**src/rtl/ace_dispatch_credit.sv**
```systemverilog
// ---------------------------------------------------------------------------
// ace_dispatch_credit
//
// Credit-based dispatch gate for a WIDTH-wide in-order dispatch stage.
// Keeps registered occupancy counters for the ROB, RS0 (complex/branch),
// RS1 (simple/memory), the load queue and the store queue. Each cycle the
// longest in-order prefix of the incoming group that fits in the free space
// of every resource is dispatched. The rest of the group is held by raising
// the frontend stall.
//
// Ports
//   clock, reset             clock, asynchronous active-high reset
//   stall_i                  downstream hold, nothing dispatches
//   flush_i                  backend flush, all counters clear next edge
//   inst_vld_i[WIDTH]        slot valid, slot 0 is oldest
//   inst_rs1_i[WIDTH]        1 = RS1, 0 = RS0
//   inst_ld_i / inst_st_i    slot also takes an LDQ / STQ entry
//   *_rel_i[RLS_W]           entries released this cycle, per resource
//   dispatch_mask_o          slots dispatched this cycle (combinational)
//   dispatch_num_o           popcount of dispatch_mask_o
//   dispatch_frontend_stl_o  a valid slot was not dispatched
//   *_cnt_o                  registered occupancy per resource
//   credit_err_o             sticky release-underflow flag
// ---------------------------------------------------------------------------
module ace_dispatch_credit #(
    parameter int WIDTH     = 4,
    parameter int ROB_DEPTH = 32,
    parameter int RS0_DEPTH = 16,
    parameter int RS1_DEPTH = 16,
    parameter int LDQ_DEPTH = 8,
    parameter int STQ_DEPTH = 8,
    parameter int RLS_W     = $clog2(WIDTH + 1)
) (
    input  logic                           clock,
    input  logic                           reset,
    input  logic                           stall_i,
    input  logic                           flush_i,
    input  logic [WIDTH-1:0]               inst_vld_i,
    input  logic [WIDTH-1:0]               inst_rs1_i,
    input  logic [WIDTH-1:0]               inst_ld_i,
    input  logic [WIDTH-1:0]               inst_st_i,
    input  logic [RLS_W-1:0]               rob_rel_i,
    input  logic [RLS_W-1:0]               rs0_rel_i,
    input  logic [RLS_W-1:0]               rs1_rel_i,
    input  logic [RLS_W-1:0]               ldq_rel_i,
    input  logic [RLS_W-1:0]               stq_rel_i,
    output logic [WIDTH-1:0]               dispatch_mask_o,
    output logic [RLS_W-1:0]               dispatch_num_o,
    output logic                           dispatch_frontend_stl_o,
    output logic [$clog2(ROB_DEPTH+1)-1:0] rob_cnt_o,
    output logic [$clog2(RS0_DEPTH+1)-1:0] rs0_cnt_o,
    output logic [$clog2(RS1_DEPTH+1)-1:0] rs1_cnt_o,
    output logic [$clog2(LDQ_DEPTH+1)-1:0] ldq_cnt_o,
    output logic [$clog2(STQ_DEPTH+1)-1:0] stq_cnt_o,
    output logic                           credit_err_o
);

    localparam int ROB_CW = $clog2(ROB_DEPTH + 1);
    localparam int RS0_CW = $clog2(RS0_DEPTH + 1);
    localparam int RS1_CW = $clog2(RS1_DEPTH + 1);
    localparam int LDQ_CW = $clog2(LDQ_DEPTH + 1);
    localparam int STQ_CW = $clog2(STQ_DEPTH + 1);

    // Occupancy registers
    logic [ROB_CW-1:0] r_rob_cnt;
    logic [RS0_CW-1:0] r_rs0_cnt;
    logic [RS1_CW-1:0] r_rs1_cnt;
    logic [LDQ_CW-1:0] r_ldq_cnt;
    logic [STQ_CW-1:0] r_stq_cnt;
    logic              r_credit_err;

    // Free space per resource, from registered counts only
    logic [31:0] w_free_rob;
    logic [31:0] w_free_rs0;
    logic [31:0] w_free_rs1;
    logic [31:0] w_free_ldq;
    logic [31:0] w_free_stq;

    // Running cumulative demand of slots 0..i while scanning the group
    logic [31:0] w_cum_rob;
    logic [31:0] w_cum_rs0;
    logic [31:0] w_cum_rs1;
    logic [31:0] w_cum_ldq;
    logic [31:0] w_cum_stq;
    logic        w_prefix_ok;

    logic [WIDTH-1:0] w_mask;

    // Demand actually consumed by the dispatched slots
    logic [31:0] w_dem_rob;
    logic [31:0] w_dem_rs0;
    logic [31:0] w_dem_rs1;
    logic [31:0] w_dem_ldq;
    logic [31:0] w_dem_stq;

    // {underflow, next value} per resource
    logic [32:0] w_nxt_rob;
    logic [32:0] w_nxt_rs0;
    logic [32:0] w_nxt_rs1;
    logic [32:0] w_nxt_ldq;
    logic [32:0] w_nxt_stq;
    logic        w_underflow;

    // Loads win over stores when both flags are set on one slot
    logic [WIDTH-1:0] w_st_only;

    function automatic logic [31:0] popcnt(input logic [WIDTH-1:0] v);
        logic [31:0] n;
        n = '0;
        for (int i = 0; i < WIDTH; i++) begin
            n = n + {31'd0, v[i]};
        end
        return n;
    endfunction

    // cnt + demand - release, clamped at zero with an underflow indication
    // in the top bit. Counts never exceed their depth, so no upper clamp.
    function automatic logic [32:0] credit_next(input logic [31:0] cnt,
                                                input logic [31:0] dem,
                                                input logic [31:0] rel);
        logic [31:0] sum;
        sum = cnt + dem;
        if (rel > sum) begin
            return {1'b1, 32'd0};
        end
        return {1'b0, sum - rel};
    endfunction

    assign w_st_only = inst_st_i & ~inst_ld_i;

    assign w_free_rob = 32'(ROB_DEPTH) - 32'(r_rob_cnt);
    assign w_free_rs0 = 32'(RS0_DEPTH) - 32'(r_rs0_cnt);
    assign w_free_rs1 = 32'(RS1_DEPTH) - 32'(r_rs1_cnt);
    assign w_free_ldq = 32'(LDQ_DEPTH) - 32'(r_ldq_cnt);
    assign w_free_stq = 32'(STQ_DEPTH) - 32'(r_stq_cnt);

    // Prefix scan: once a slot is invalid or does not fit, no younger slot
    // can dispatch, even if it alone would fit.
    always_comb begin
        w_mask      = '0;
        w_prefix_ok = !(reset || stall_i || flush_i);
        w_cum_rob   = '0;
        w_cum_rs0   = '0;
        w_cum_rs1   = '0;
        w_cum_ldq   = '0;
        w_cum_stq   = '0;
        for (int i = 0; i < WIDTH; i++) begin
            w_cum_rob = w_cum_rob + 32'd1;
            if (inst_rs1_i[i]) begin
                w_cum_rs1 = w_cum_rs1 + 32'd1;
            end else begin
                w_cum_rs0 = w_cum_rs0 + 32'd1;
            end
            if (inst_ld_i[i]) begin
                w_cum_ldq = w_cum_ldq + 32'd1;
            end else if (inst_st_i[i]) begin
                w_cum_stq = w_cum_stq + 32'd1;
            end
            if (!inst_vld_i[i]            ||
                (w_cum_rob > w_free_rob)  ||
                (w_cum_rs0 > w_free_rs0)  ||
                (w_cum_rs1 > w_free_rs1)  ||
                (w_cum_ldq > w_free_ldq)  ||
                (w_cum_stq > w_free_stq)) begin
                w_prefix_ok = 1'b0;
            end
            w_mask[i] = w_prefix_ok;
        end
    end

    assign w_dem_rob = popcnt(w_mask);
    assign w_dem_rs0 = popcnt(w_mask & ~inst_rs1_i);
    assign w_dem_rs1 = popcnt(w_mask & inst_rs1_i);
    assign w_dem_ldq = popcnt(w_mask & inst_ld_i);
    assign w_dem_stq = popcnt(w_mask & w_st_only);

    assign w_nxt_rob = credit_next(32'(r_rob_cnt), w_dem_rob, 32'(rob_rel_i));
    assign w_nxt_rs0 = credit_next(32'(r_rs0_cnt), w_dem_rs0, 32'(rs0_rel_i));
    assign w_nxt_rs1 = credit_next(32'(r_rs1_cnt), w_dem_rs1, 32'(rs1_rel_i));
    assign w_nxt_ldq = credit_next(32'(r_ldq_cnt), w_dem_ldq, 32'(ldq_rel_i));
    assign w_nxt_stq = credit_next(32'(r_stq_cnt), w_dem_stq, 32'(stq_rel_i));

    assign w_underflow = w_nxt_rob[32] | w_nxt_rs0[32] | w_nxt_rs1[32] |
                         w_nxt_ldq[32] | w_nxt_stq[32];

    // Flush discards the whole backend, so pending releases are meaningless
    // and counters simply restart from empty; the error flag survives.
    always_ff @(posedge clock or posedge reset) begin
        if (reset) begin
            r_rob_cnt    <= '0;
            r_rs0_cnt    <= '0;
            r_rs1_cnt    <= '0;
            r_ldq_cnt    <= '0;
            r_stq_cnt    <= '0;
            r_credit_err <= 1'b0;
        end else if (flush_i) begin
            r_rob_cnt    <= '0;
            r_rs0_cnt    <= '0;
            r_rs1_cnt    <= '0;
            r_ldq_cnt    <= '0;
            r_stq_cnt    <= '0;
        end else begin
            r_rob_cnt    <= ROB_CW'(w_nxt_rob[31:0]);
            r_rs0_cnt    <= RS0_CW'(w_nxt_rs0[31:0]);
            r_rs1_cnt    <= RS1_CW'(w_nxt_rs1[31:0]);
            r_ldq_cnt    <= LDQ_CW'(w_nxt_ldq[31:0]);
            r_stq_cnt    <= STQ_CW'(w_nxt_stq[31:0]);
            r_credit_err <= r_credit_err | w_underflow;
        end
    end

    assign dispatch_mask_o = w_mask;
    assign dispatch_num_o  = RLS_W'(w_dem_rob);

    assign dispatch_frontend_stl_o = !reset && !flush_i &&
                                     (stall_i || (|(inst_vld_i & ~w_mask)));

    assign rob_cnt_o    = r_rob_cnt;
    assign rs0_cnt_o    = r_rs0_cnt;
    assign rs1_cnt_o    = r_rs1_cnt;
    assign ldq_cnt_o    = r_ldq_cnt;
    assign stq_cnt_o    = r_stq_cnt;
    assign credit_err_o = r_credit_err;

endmodule

```
**config.mk**
```make
export PLATFORM = sky130hd
export DESIGN_NAME = ace_dispatch_credit
export DESIGN_NICKNAME = d
export VERILOG_FILES = /design/src/rtl/ace_dispatch_credit.sv
export SDC_FILE = /design/constraint.sdc
export NUM_CORES = 1
export LEC_CHECK = 0
export CAP_MARGIN = 20
export CELL_PAD_IN_SITES_DETAIL_PLACEMENT = 1
export CELL_PAD_IN_SITES_GLOBAL_PLACEMENT = 2
export CORE_MARGIN = 2
export CORE_UTILIZATION = 30
export DETAILED_ROUTE_END_ITERATION = 8
export GPL_TIMING_DRIVEN = 0
export PLACE_DENSITY_LB_ADDON = 0.25
export RECOVER_POWER = 25
export REMOVE_ABC_BUFFERS = 1
export SYNTH_ARGS = -nofsm -noshare
export SYNTH_HDL_FRONTEND = slang
export SYNTH_SLANG_ARGS = --single-unit
```
**constraint.sdc**
```tcl
create_clock -name clock -period 4.5 [get_ports clock]
set_input_delay 0.675 -clock clock [delete_from_list [all_inputs] [get_ports clock]]
set_output_delay 0.675 -clock clock [all_outputs]
set_load 0.005 [all_outputs]
```
==> reports/metrics.yaml <==
worst_setup_path:
  critical_path.most_common_cell: "ha_1"
  cp_slowest_cell: "fa_1"
  crit_buf_inv: 4
  worstPathMaxFanout: 5
  required_ns: 4.65
  max_stage_delay_ns: 0.45
  cp.arrival_ns: 5.74
  crit_family: "adder cells"
  worstSetupEndpointType: "flop"
  critPathLaunchType: "input pin"
  critPathKind: "in -> reg"
global_routing:
  grt_start_max_net_pins: 26
  grt.total_usage_pct: 17.22
  grt_pass1_wl_um: 20520
  antenna_found_initial: 0
  grt_pass1_vias: 4065
  overflow: 0
placement:
  place_hpwl_um: 10300
  gp_congestion: 0.8082
  io_buffers: 67
  dpl-instance-area_um2: 5076
  pre_cts_slack_ns: -2.554
detailed_routing:
  drt-vias-per-instance: 4.818
  drc: 0
  firstDrtPassIters: 4
  drt-total-wl_um: 12540
  drtAntennaViolNets: 0
  first_iter_violations: 110
  wl_per_cell_um: 16.04
  dr_total_vias: 3768
floorplan:
  die_w_um: 122.4
  dieArea_um2: 14990
  die_h_um: 122.4
  core.rowCount: 43
  initial_core_util_pct: 30.55
  boundaryPins: 68
  core_um2: 13770
synth:
  netlist.area_leader.share_pct: 24.09
  ys_seq_elements: 25
  syn_inst: 503
  async_flop_share_pct: 100.0
  yosysTopAreaCell: "ha_1"
  synth_edf_count: 0
  synth_area_per_cell_um2: 8.365
  synth_cell_types: 61
  synthTopCellsByArea: "ha_1 24%, dfrtp_1 15%, fa_1 8.6%"
  synth_warnings: 0
  synth_ff_type: "dfrtp_1"
  yosysSeqAreaShare_pct: 14.87
  synthesis.area_um2: 4208
timing:
  hold_ws_ns: 0.5140
  final_hold_viol_count: 0
  rsz0062_at_grt: "yes"
  achievable-frequency_mhz: 178.8
  fin_setup_tns_ns: -27.60
  worstMarginPinSlew_ns: 1.293
  max_slew_margin_pct: 13.79
  finalSetupViolations: 30
  slew_viol_final: 0
  fin_ws_ns: -1.094
  fin_crit_sh_pct: 124.3
  skew_ns: 0.002181
  min_period_ns: 5.594
power_and_ir_drop:
  leakagePower_nw: 2.649
  p_total_mw: 2.470
  irDropWorstVdd_v: 0.0002197
  power_per_cell_area_nw_per_um2: 433.9
final_layout:
  final_common_cell: "ha_1"
  mostFrequentLayoutCells: "76 x ha_1, 64 x inv_1, 53 x clkdlybuf4s50_1, 31 x nor2_1, 30 x buf_4"
  final_area_um2: 5693
  nets: 737
  antenna_cells: 0
  area_growth_syn_to_layout_pct: 35.30
  drive_above_1_share_pct: 21.43
cts:
  clk_latency_ns: 0.26
  cts_tree: "yes"
  cts_buffers: 3
  clockBufferDepth: 2
  htreeDepth: 1
  cts_root_buffer: "clkbuf_16"
  cts.sinks: 25
  path_clk_slew_ns: 0.06
run_status:
  violations: "negative setup slack"
  outcome: "finished, violations left"
min_path:
  hp-class: "reg -> reg"
job:
  maxCapViolCount: 0
logic make-up after synthesis:
kind of cell,after synthesis,synth area share [%]
buffers and inverters,79,7.255
XOR/XNOR,45,9.367
AND/OR/NAND/NOR,164,20.96
AO/OA/AOI/OAI,81,12.49
flip-flops,25,14.87
multiplexers,7,1.814
other,1,0.08912
adder cells (fa/ha/maj),101,33.15
registers in the layout, summed over array words and instances, names as in the netlist:
signal	flops
rs0_cnt_o	5
stq_cnt_o	4
ldq_cnt_o	4
rs1_cnt_o	5
rob_cnt_o	6
credit_err_o	1
per-layer routing:
metal	part of all wire, %	vias up	GRT usage, %
met3	1.7	6	0.8364
met2	50	35	30.56
met5	0	-	0
met1	48	1824	23.39
met4	0.73	0	3.017
li1	-	1903	-
synth_stat cells, types with 4 or more instances:
library cell / n
nor4_1: 4
nand2b_1: 12
a21oi_1: 30
clkbuf_1: 4
and3_1: 4
xor2_1: 24
dfrtp_1: 25
or2_2: 4
fa_1: 18
nor2b_1: 18
mux2_2: 5
nand2_1: 34
o21ai_0: 20
a21o_1: 6
xnor2_1: 21
nand4_1: 9
nor3_1: 10
nor2_1: 37
ha_1: 81
inv_1: 72
nand3_1: 9
through the flow:
stage	instances	util, %
after floorplan	498	-
after global placement	745	36.86
after detailed placement	745	36.86
after CTS	774	40.35
after global routing	782	41.33
final	782	41.33
power by group:
part,internal (mW),switching (mW)
clock,0.121,0.0781
sequential,0.286,0.155
combinational,0.884,0.946
path summary, 6_finish.rpt:
check | from | to | slack, ns | cells past startpoint
min | credit_err_o | credit_err_o | 0.51 | 1
min in group asynchronous | reset | rs0_cnt_o[4] | 0.81 | 2
max in group asynchronous | reset | stq_cnt_o[0] | 2.29 | 3
min reg2reg | credit_err_o | credit_err_o | 0.51 | 1
max | inst_ld_i[1] | rs0_cnt_o[2] | -1.09 | 27
max reg2reg | rob_cnt_o[0] | rs0_cnt_o[2] | -0.83 | 20
worst reg2reg max path, cell delays in order (launching register included):
cell	delay, ns
dfrtp_1	0.50
inv_1	0.14
ha_1	0.18
o21ai_0	0.08
mux2_2	0.29
o21ai_0	0.63
or2b_2	0.37
nand4_1	0.18
buf_4	0.18
nor4_1	0.06
fa_1	0.51
inv_1	0.06
fa_2	0.41
inv_2	0.07
fa_1	0.45
ha_1	0.30
a21o_1	0.17
a21oi_2	0.15
and4b_1	0.26
or2_4	0.19
nor2_1	0.06
what timing repair did:
item                                    4_1_cts  5_1_grt
buffers inserted                             25        7
pin swaps                                    49       33
hold buffers                                  0        0
endpoints found under the setup margin       32       32
gates resized for setup                     104       22
gates cloned                                  0        0
cell type report:
class                           instances  area, um2
Fill cell                            1645       8080
Multi-Input combinational cell        401       3576
Timing Repair Buffer                  100      917.1
Sequential cell                        25      625.6
Inverter                               72      270.3
Tap cell                              180      225.2
Clock buffer                            4      78.83
Power figures use the tool's default switching activity.
